File: src/rtl/seg7_scan_decoder.sv
// seg7_scan_decoder
// Reads back a multiplexed 7-segment display bus and recovers the BCD digit
// shown at each position.
//   clk          system clock, rising edge
//   rst_n        asynchronous active-low reset
//   seg_in       segment lines, active-high, [6]=a .. [0]=g
//   dig_sel      one-hot active-high digit enable, bit i = digit i
//   bcd_out      recovered digits, nibble i = digit i (4'hF for illegal glyph)
//   digit_err    digit i last captured an illegal glyph
//   frame_valid  one-cycle pulse once every digit has been captured
//   frame_err    OR of digit_err, qualified by frame_valid
//   stale        no capture for TIMEOUT_CYCLES cycles
module seg7_scan_decoder #(
  parameter int NUM_DIGITS     = 4,
  parameter int STABLE_CYCLES  = 4,
  parameter int TIMEOUT_CYCLES = 1024
) (
  input  logic                    clk,
  input  logic                    rst_n,
  input  logic [6:0]              seg_in,
  input  logic [NUM_DIGITS-1:0]   dig_sel,
  output logic [4*NUM_DIGITS-1:0] bcd_out,
  output logic [NUM_DIGITS-1:0]   digit_err,
  output logic                    frame_valid,
  output logic                    frame_err,
  output logic                    stale
);

  localparam int CW = $clog2(STABLE_CYCLES + 1);
  localparam int TW = $clog2(TIMEOUT_CYCLES + 1);

  typedef enum logic {
    TRACK,
    HOLD
  } state_e;

  state_e                  state_q;
  logic [6:0]              seg_s1_q, seg_s2_q, seg_prev_q;
  logic [NUM_DIGITS-1:0]   sel_s1_q, sel_s2_q, sel_prev_q;
  logic [CW-1:0]           cnt_q;
  logic [TW-1:0]           tcnt_q;
  logic [NUM_DIGITS-1:0]   mask_q, mask_d;
  logic [4*NUM_DIGITS-1:0] bcd_q, bcd_d;
  logic [NUM_DIGITS-1:0]   err_q, err_d;
  logic                    fv_q, ferr_q;

  logic       same;
  logic       onehot;
  logic       stable_hit;
  logic       capture;
  logic       frame_done;
  logic [3:0] glyph_code;
  logic       glyph_bad;

  always_comb begin
    glyph_bad  = 1'b0;
    glyph_code = 4'hF;
    case (seg_s2_q)
      7'b1111110: glyph_code = 4'd0;
      7'b0110000: glyph_code = 4'd1;
      7'b1101101: glyph_code = 4'd2;
      7'b1111001: glyph_code = 4'd3;
      7'b0110011: glyph_code = 4'd4;
      7'b1011011: glyph_code = 4'd5;
      7'b1011111: glyph_code = 4'd6;
      7'b1110000: glyph_code = 4'd7;
      7'b1111111: glyph_code = 4'd8;
      7'b1111011: glyph_code = 4'd9;
      default: begin
        glyph_code = 4'hF;
        glyph_bad  = 1'b1;
      end
    endcase
  end

  always_comb begin
    same   = (seg_s2_q == seg_prev_q) && (sel_s2_q == sel_prev_q);
    onehot = (sel_s2_q != '0) && ((sel_s2_q & (sel_s2_q - 1'b1)) == '0);
    // cnt counts equal comparisons after the first differing one; reaching
    // STABLE_CYCLES-2 here lands the capture on edge 2+STABLE_CYCLES.
    stable_hit = (state_q == TRACK) && same && (cnt_q == CW'(STABLE_CYCLES - 2));
    capture    = stable_hit && onehot;
  end

  always_comb begin
    bcd_d  = bcd_q;
    err_d  = err_q;
    mask_d = mask_q;
    if (capture) begin
      mask_d = mask_q | sel_s2_q;
      for (int unsigned i = 0; i < NUM_DIGITS; i++) begin
        if (sel_s2_q[i]) begin
          bcd_d[4*i +: 4] = glyph_code;
          err_d[i]        = glyph_bad;
        end
      end
    end
    frame_done = capture && (&mask_d);
  end

  always_ff @(posedge clk or negedge rst_n) begin
    if (!rst_n) begin
      seg_s1_q   <= '0;
      seg_s2_q   <= '0;
      seg_prev_q <= '0;
      sel_s1_q   <= '0;
      sel_s2_q   <= '0;
      sel_prev_q <= '0;
      state_q    <= TRACK;
      cnt_q      <= '0;
      tcnt_q     <= '0;
      mask_q     <= '0;
      bcd_q      <= '0;
      err_q      <= '0;
      fv_q       <= 1'b0;
      ferr_q     <= 1'b0;
    end else begin
      seg_s1_q   <= seg_in;
      seg_s2_q   <= seg_s1_q;
      seg_prev_q <= seg_s2_q;
      sel_s1_q   <= dig_sel;
      sel_s2_q   <= sel_s1_q;
      sel_prev_q <= sel_s2_q;

      case (state_q)
        TRACK: begin
          if (!same) begin
            cnt_q <= '0;
          end else if (stable_hit) begin
            // A stable non-one-hot sample also parks here so it never
            // captures later without first changing.
            state_q <= HOLD;
          end else begin
            cnt_q <= cnt_q + CW'(1);
          end
        end
        HOLD: begin
          if (!same) begin
            state_q <= TRACK;
            cnt_q   <= '0;
          end
        end
        default: begin
          state_q <= TRACK;
          cnt_q   <= '0;
        end
      endcase

      bcd_q <= bcd_d;
      err_q <= err_d;

      if (frame_done) begin
        mask_q <= '0;
        fv_q   <= 1'b1;
        ferr_q <= |err_d;
      end else begin
        mask_q <= mask_d;
        fv_q   <= 1'b0;
        ferr_q <= 1'b0;
      end

      if (capture) begin
        tcnt_q <= '0;
      end else if (tcnt_q != TW'(TIMEOUT_CYCLES)) begin
        tcnt_q <= tcnt_q + TW'(1);
      end
    end
  end

  assign bcd_out     = bcd_q;
  assign digit_err   = err_q;
  assign frame_valid = fv_q;
  assign frame_err   = ferr_q;
  assign stale       = (tcnt_q == TW'(TIMEOUT_CYCLES));

endmodule

File: config.mk
export PLATFORM = sky130hd
export DESIGN_NAME = seg7_scan_decoder
export DESIGN_NICKNAME = d
export VERILOG_FILES = /design/src/rtl/seg7_scan_decoder.sv
export SDC_FILE = /design/constraint.sdc
export NUM_CORES = 1
export LEC_CHECK = 0
export CORE_UTILIZATION = 40
export DETAILED_ROUTE_END_ITERATION = 6
export HOLD_SLACK_MARGIN = 0.1
export PLACE_DENSITY = 0.66
export SLEW_MARGIN = 40
export SYNTH_ARGS = -nofsm -noshare
export SYNTH_HDL_FRONTEND = slang
export SYNTH_SLANG_ARGS = --single-unit
File: constraint.sdc
create_clock -name clk -period 4.4 [get_ports clk]
set_input_delay 0.88 -clock clk [delete_from_list [all_inputs] [get_ports clk]]
set_output_delay 0.88 -clock clk [all_outputs]
set_load 0.01 [all_outputs]
# Yosys cells after proc, flatten, opt, wreduce, memory -nomap -nowiden
# Cells that the tools add are included.
dict set report word_totals {
  ff_bits 74
  latch_bits 0
  ramBits 0
  mem_bits_ro 0
  out_inout_bits 23
  elab_cells 78
  mem_count 0
}
dict set report classes {
  addsub 3
  n_mul 0
  n_div 0
  magnitude_cmp 0
  n_eq_ne 17
  n_shift 0
  muxes 21
  n_bitwise 3
  n_reduce_logical 17
}
# op count
set ops {}
lappend ops {{$eq 7x7->1 const B} 8}
lappend ops {{$pmux 4 s10} 1}
lappend ops {{$mux 11} 2}
lappend ops {{$eq 7x6->1 const B} 2}
lappend ops {{$mux 4} 3}
lappend ops {{$add 11x1->11 const B} 1}
lappend ops {{$eq 11x11->1 const B} 1}
lappend ops {{$ne 11x11->1 const B} 1}
lappend ops {{$mux 1} 10}
lappend ops {{$reduce_and 2->1} 5}
lappend ops {{$reduce_or 10->1} 1}
lappend ops {{$mux 3} 3}
lappend ops {{$eq 7x7->1} 1}
lappend ops {{$logic_and 1x1->1} 6}
lappend ops {{$pmux 3 s2} 1}
lappend ops {{$and 4x4->4} 1}
lappend ops {{$eq 4x4->1} 1}
lappend ops {{$logic_not 4->1} 1}
lappend ops {{$or 4x4->4} 1}
lappend ops {{$reduce_and 4->1} 1}
lappend ops {{$reduce_bool 4->1} 1}
lappend ops {{$reduce_or 4->1} 1}
lappend ops {{$sub 4x1->4 const B} 1}
lappend ops {{$add 3x1->3 const B} 1}
lappend ops {{other kinds (6)} 6}

# Depth between registers and ports, before layout
dict set report logic_depth {
  word_depth 9
  depth_mapped 8
  ltp_nobuf 6
}

# Worst setup path after synthesis
# No wires, ideal clock.
dict set report synth_timing {
  path_kind {register -> register}
  startpoint {reg seg_s2_q[2]}
  endpoint {reg bcd_q[0] (netlist: bcd_out[0])}
  setup_ns 0.125
  t_arrival_ns 1.986
  setup_slack_ns 2.289
  stages_incl_launch_ff 8
  path_cell_list {dfrtp_1 > buf_6 > xor2_1 > nor4_2 > nand3_2 > or3_1 > buf_6 > mux2_4}
}
dict set report synth_between {
  elab_chain_cells 6
  elab_cells_between_ends 17
}
# element line
set synth_lines {}
lappend synth_lines {{start, declared} 38} ;# logic [6:0] seg_s1_q, seg_s2_q, seg_prev_q;
lappend synth_lines {{start signal, assigned} 119} ;# seg_s2_q <= seg_s1_q;
lappend synth_lines {{$eq 7x7->1} 77} ;# same = (seg_s2_q == seg_prev_q) && (sel_s2_q == sel_prev_q);
lappend synth_lines {{$logic_and 1x1->1} 77}
lappend synth_lines {{$logic_and 1x1->1 (2 in series)} 81} ;# stable_hit = (state_q == TRACK) && same && (cnt_q == CW'(STABLE_CYCLES - 2));
lappend synth_lines {{$logic_and 1x1->1} 82} ;# capture = stable_hit && onehot;
lappend synth_lines {{$reduce_and 2->1 (no source line)} --}
lappend synth_lines {{end signal, assigned} 113} ;# bcd_q <= '0;
lappend synth_lines {{end signal, assigned} 149} ;# bcd_q <= bcd_d;
lappend synth_lines {{end, declared} 43} ;# logic [4*NUM_DIGITS-1:0] bcd_q, bcd_d;
# Several ways; a longest one is shown, not always the timed one.
# A chain may end at the register's enable or synchronous reset.

# Final worst setup path
dict set report layout_timing {
  startpoint {reg tcnt_q[7]}
  endpoint {out stale}
}
dict set report layout_between {
  elab_chain_cells 1
}
# element line
set layout_lines {}
lappend layout_lines {{start, declared} 41} ;# logic [TW-1:0] tcnt_q;
lappend layout_lines {{start signal, assigned} 165} ;# tcnt_q <= tcnt_q + TW'(1);
lappend layout_lines {{$eq 11x11->1} 174} ;# assign stale = (tcnt_q == TW'(TIMEOUT_CYCLES));
lappend layout_lines {{end, declared} 26} ;# output logic stale
# No other way between the ends.

==> metrics.txt <==
I/O Buffers 35; Die X 90.1 um; final setup fails 0; min cycle time layout 2.83 ns; Unique masters post-synth 45; max incr delay on CP 0.53 ns; Post-Syn Area 3100 um^2; Clock Sinks 74; Max VDD drop 0.000177 V; Routed Antenna Nets 0; Synth Register Bits 74; Area contributors post-synth dfrtp_1, xor2_1, mux2_2, nor2_1, mux2_4; IO Count 36; # DRC 0; hold-fix buffers at CTS 0; Starting Density 42.1%; max-slew headroom at the worst pin 50.3%; initial antenna violation count 0; H-tree Lvls 3; number of synthesized flops with an enable pin 0; Sum Neg Setup Slack 0 ns; Mapped Cells 254; Finished Core Util 49.9%; worst-path maximum fanout 5; drt pass-1 iters 6; status complete, no violations; antenna cells 0; multi-input logic area 1130 um^2; die area 8110 um^2; WL/cell 13.2 um; nets@finish 306; largest net degree at the start of global routing 44; vias in the first global route 1877; Static Leakage 1.65 nW; Post-synth ARST share 100%; CP Cell Sequence nor4_1 > nand4_1 > inv_1 > clkdlybuf4s50_1; clk buf depth 2; CP Data Arrival Time 1.95 ns; via count 1939; Placed Area 3500 um^2; clock root buffer clkbuf_8; Post-CTS Resized 0; Worst Clk Skew 0.00645 ns; fin area 3670 um^2; clock-pin slew on the worst setup and hold paths 0.07 ns; final hold vios 0; hpwl dp 3510 um; Vias per Instance 4.95; syn nets 271; Syn Area/Cell 12.2 um^2; power density cells 334 nW/um^2; total track usage 14.8%; Setup Fix Bufs, Post-CTS 0; Placement Rows 31; GR Overflow Total 0; die height 90.1 um; register area share after synthesis 59.7%; unrepaired setup endpoints after global routing false; Core Region 7370 um^2; type of origin of the critical path register; final period utilization 64.3%; MaxCap Viol Count 0; Initial DRC Count 70; register area 1850 um^2; cell taking the most area after synthesis dfrtp_1; WS Path Type register to output port; Critical Path RT 3.52 ns; worst skew pair latency 0.34 ns; fmax 354 MHz; Synth Flop Type dfrtp_1; Slew Viols, Final 0; worst slew pin tran 0.741 ns; wire length of the first global-routing pass 9340 um; Yosys warning count 0; critical path endpoint category output port; Post-Route WL 5160 um; area delta synth->final 18.5%; CTS tree done; commonest non-fill, non-tap cell in the layout dfrtp_1; Synth top area share 59.7%; most frequent cells in the layout dfrtp_1, clkdlybuf4s50_1, nor2_1, xor2_1; cts bufs inserted 9; Slowest cell on crit path clkdlybuf4s50_1; Final GP Congestion 0.851; layout cells sized above 1 12.3%; Layout fillers 666; Hold Path Class register to register
[critical path, delay by kind of cell (launching register included)]
kind	cells	cell delay, ns
buf+inv	2	0.64
simple gates	2	0.55
flops	1	0.41
[path summary, 6_finish.rpt]
check                                 startpoint  cells past startpoint                      end  slack [ns]
setup reg to reg           seg_s2_q[2]$_DFF_PN0_                      5   bcd_out[3]$_DFFE_PN0P_        2.06
hold reg to reg            seg_s1_q[5]$_DFF_PN0_                      0    seg_s2_q[5]$_DFF_PN0_        0.35
hold / removal             seg_s1_q[5]$_DFF_PN0_                      0    seg_s2_q[5]$_DFF_PN0_        0.35
setup / recovery           tcnt_q[7]$_DFFE_PN0P_                      4                    stale        1.57
max in group asynchronous                  rst_n                      2  seg_prev_q[3]$_DFF_PN0_        2.85
min in group asynchronous                  rst_n                      1     cnt_q[2]$_DFFE_PN0P_        0.58
[flip-flops by register name, indices dropped and copies added, names as in the netlist, 3 cells and up]
| signal | flops |
|---|---|
| seg_s2_q | 7 |
| seg_prev_q | 7 |
| digit_err | 4 |
| sel_s1_q | 4 |
| cnt_q | 3 |
| sel_prev_q | 4 |
| bcd_out | 16 |
| tcnt_q | 11 |
| seg_s1_q | 7 |
| sel_s2_q | 4 |
| mask_q | 4 |
[final cells by class]
class / instances / area share, %
clock buffer: 13 / 4.32
clock inverter: 2 / 0.340
inverter: 13 / 1.33
multi-input combinational: 155 / 30.6
sequential: 74 / 50.4
tap: 99 / 3.37
timing repair buffer: 36 / 9.60
[Yosys cell counts (2+ instances only)]
cell       number
o21ai_1         3
clkbuf_1        3
xnor2_1         5
o2bb2ai_1       2
a31oi_1         2
xor2_1         19
nor4_2          2
inv_1          13
o21ai_0         6
or4_1           3
nor2_1         23
nand3_1         6
nand4_1         7
and3_1          5
nand3b_1        3
nand2_1         9
buf_6           3
nor4_1          2
mux2_4          4
nor3b_1         3
nand4b_1        2
buf_2           6
o22ai_1         2
nor3_1          2
mux2_2         13
a21oi_1         9
mux2i_1         2
a2bb2oi_1       2
dfrtp_1        74
ha_1            4
[logic make-up after synthesis]
kind of cell | share of synthesized area, %
muxes | 7.30
xor gates and xnor gates | 6.78
buffers and inverters | 3.99
and+or+nand+nor | 14.0
AOI/OAI and AO/OA | 6.66
adders and majority gates | 1.61
DFF | 59.7
[layer usage]
metal	vias up	GRT usage, %	wire length, um
li1	949	-	-
met1	929	21.2	2570
met2	55	19.5	2220
met3	6	5.67	279
met4	0	7.26	92
met5	-	0	0
[where the power goes]
part	internal [mW]	total, mW	switching (mW)
combinational	0.0222	0.0494	0.0272
sequential	0.695	0.713	0.0176
clock	0.232	0.466	0.233
total	0.949	1.23	0.278
[metrics by stage]
stage | hold WS, ns | instances | setup WS (ns) | total power [mW]
2_1_floorplan | 0.331 | 254 | 2.29 | 0.749
3_3_place_gp | 0.333 | 377 | 1.96 | 0.776
3_5_place_dp | 0.335 | 377 | 1.94 | 0.778
4_1_cts | 0.351 | 392 | 1.56 | 1.24
5_1_grt | 0.359 | 392 | 1.41 | 1.29
6_report | 0.349 | 392 | 1.57 | 1.23
Power figures use the tool's default switching activity.
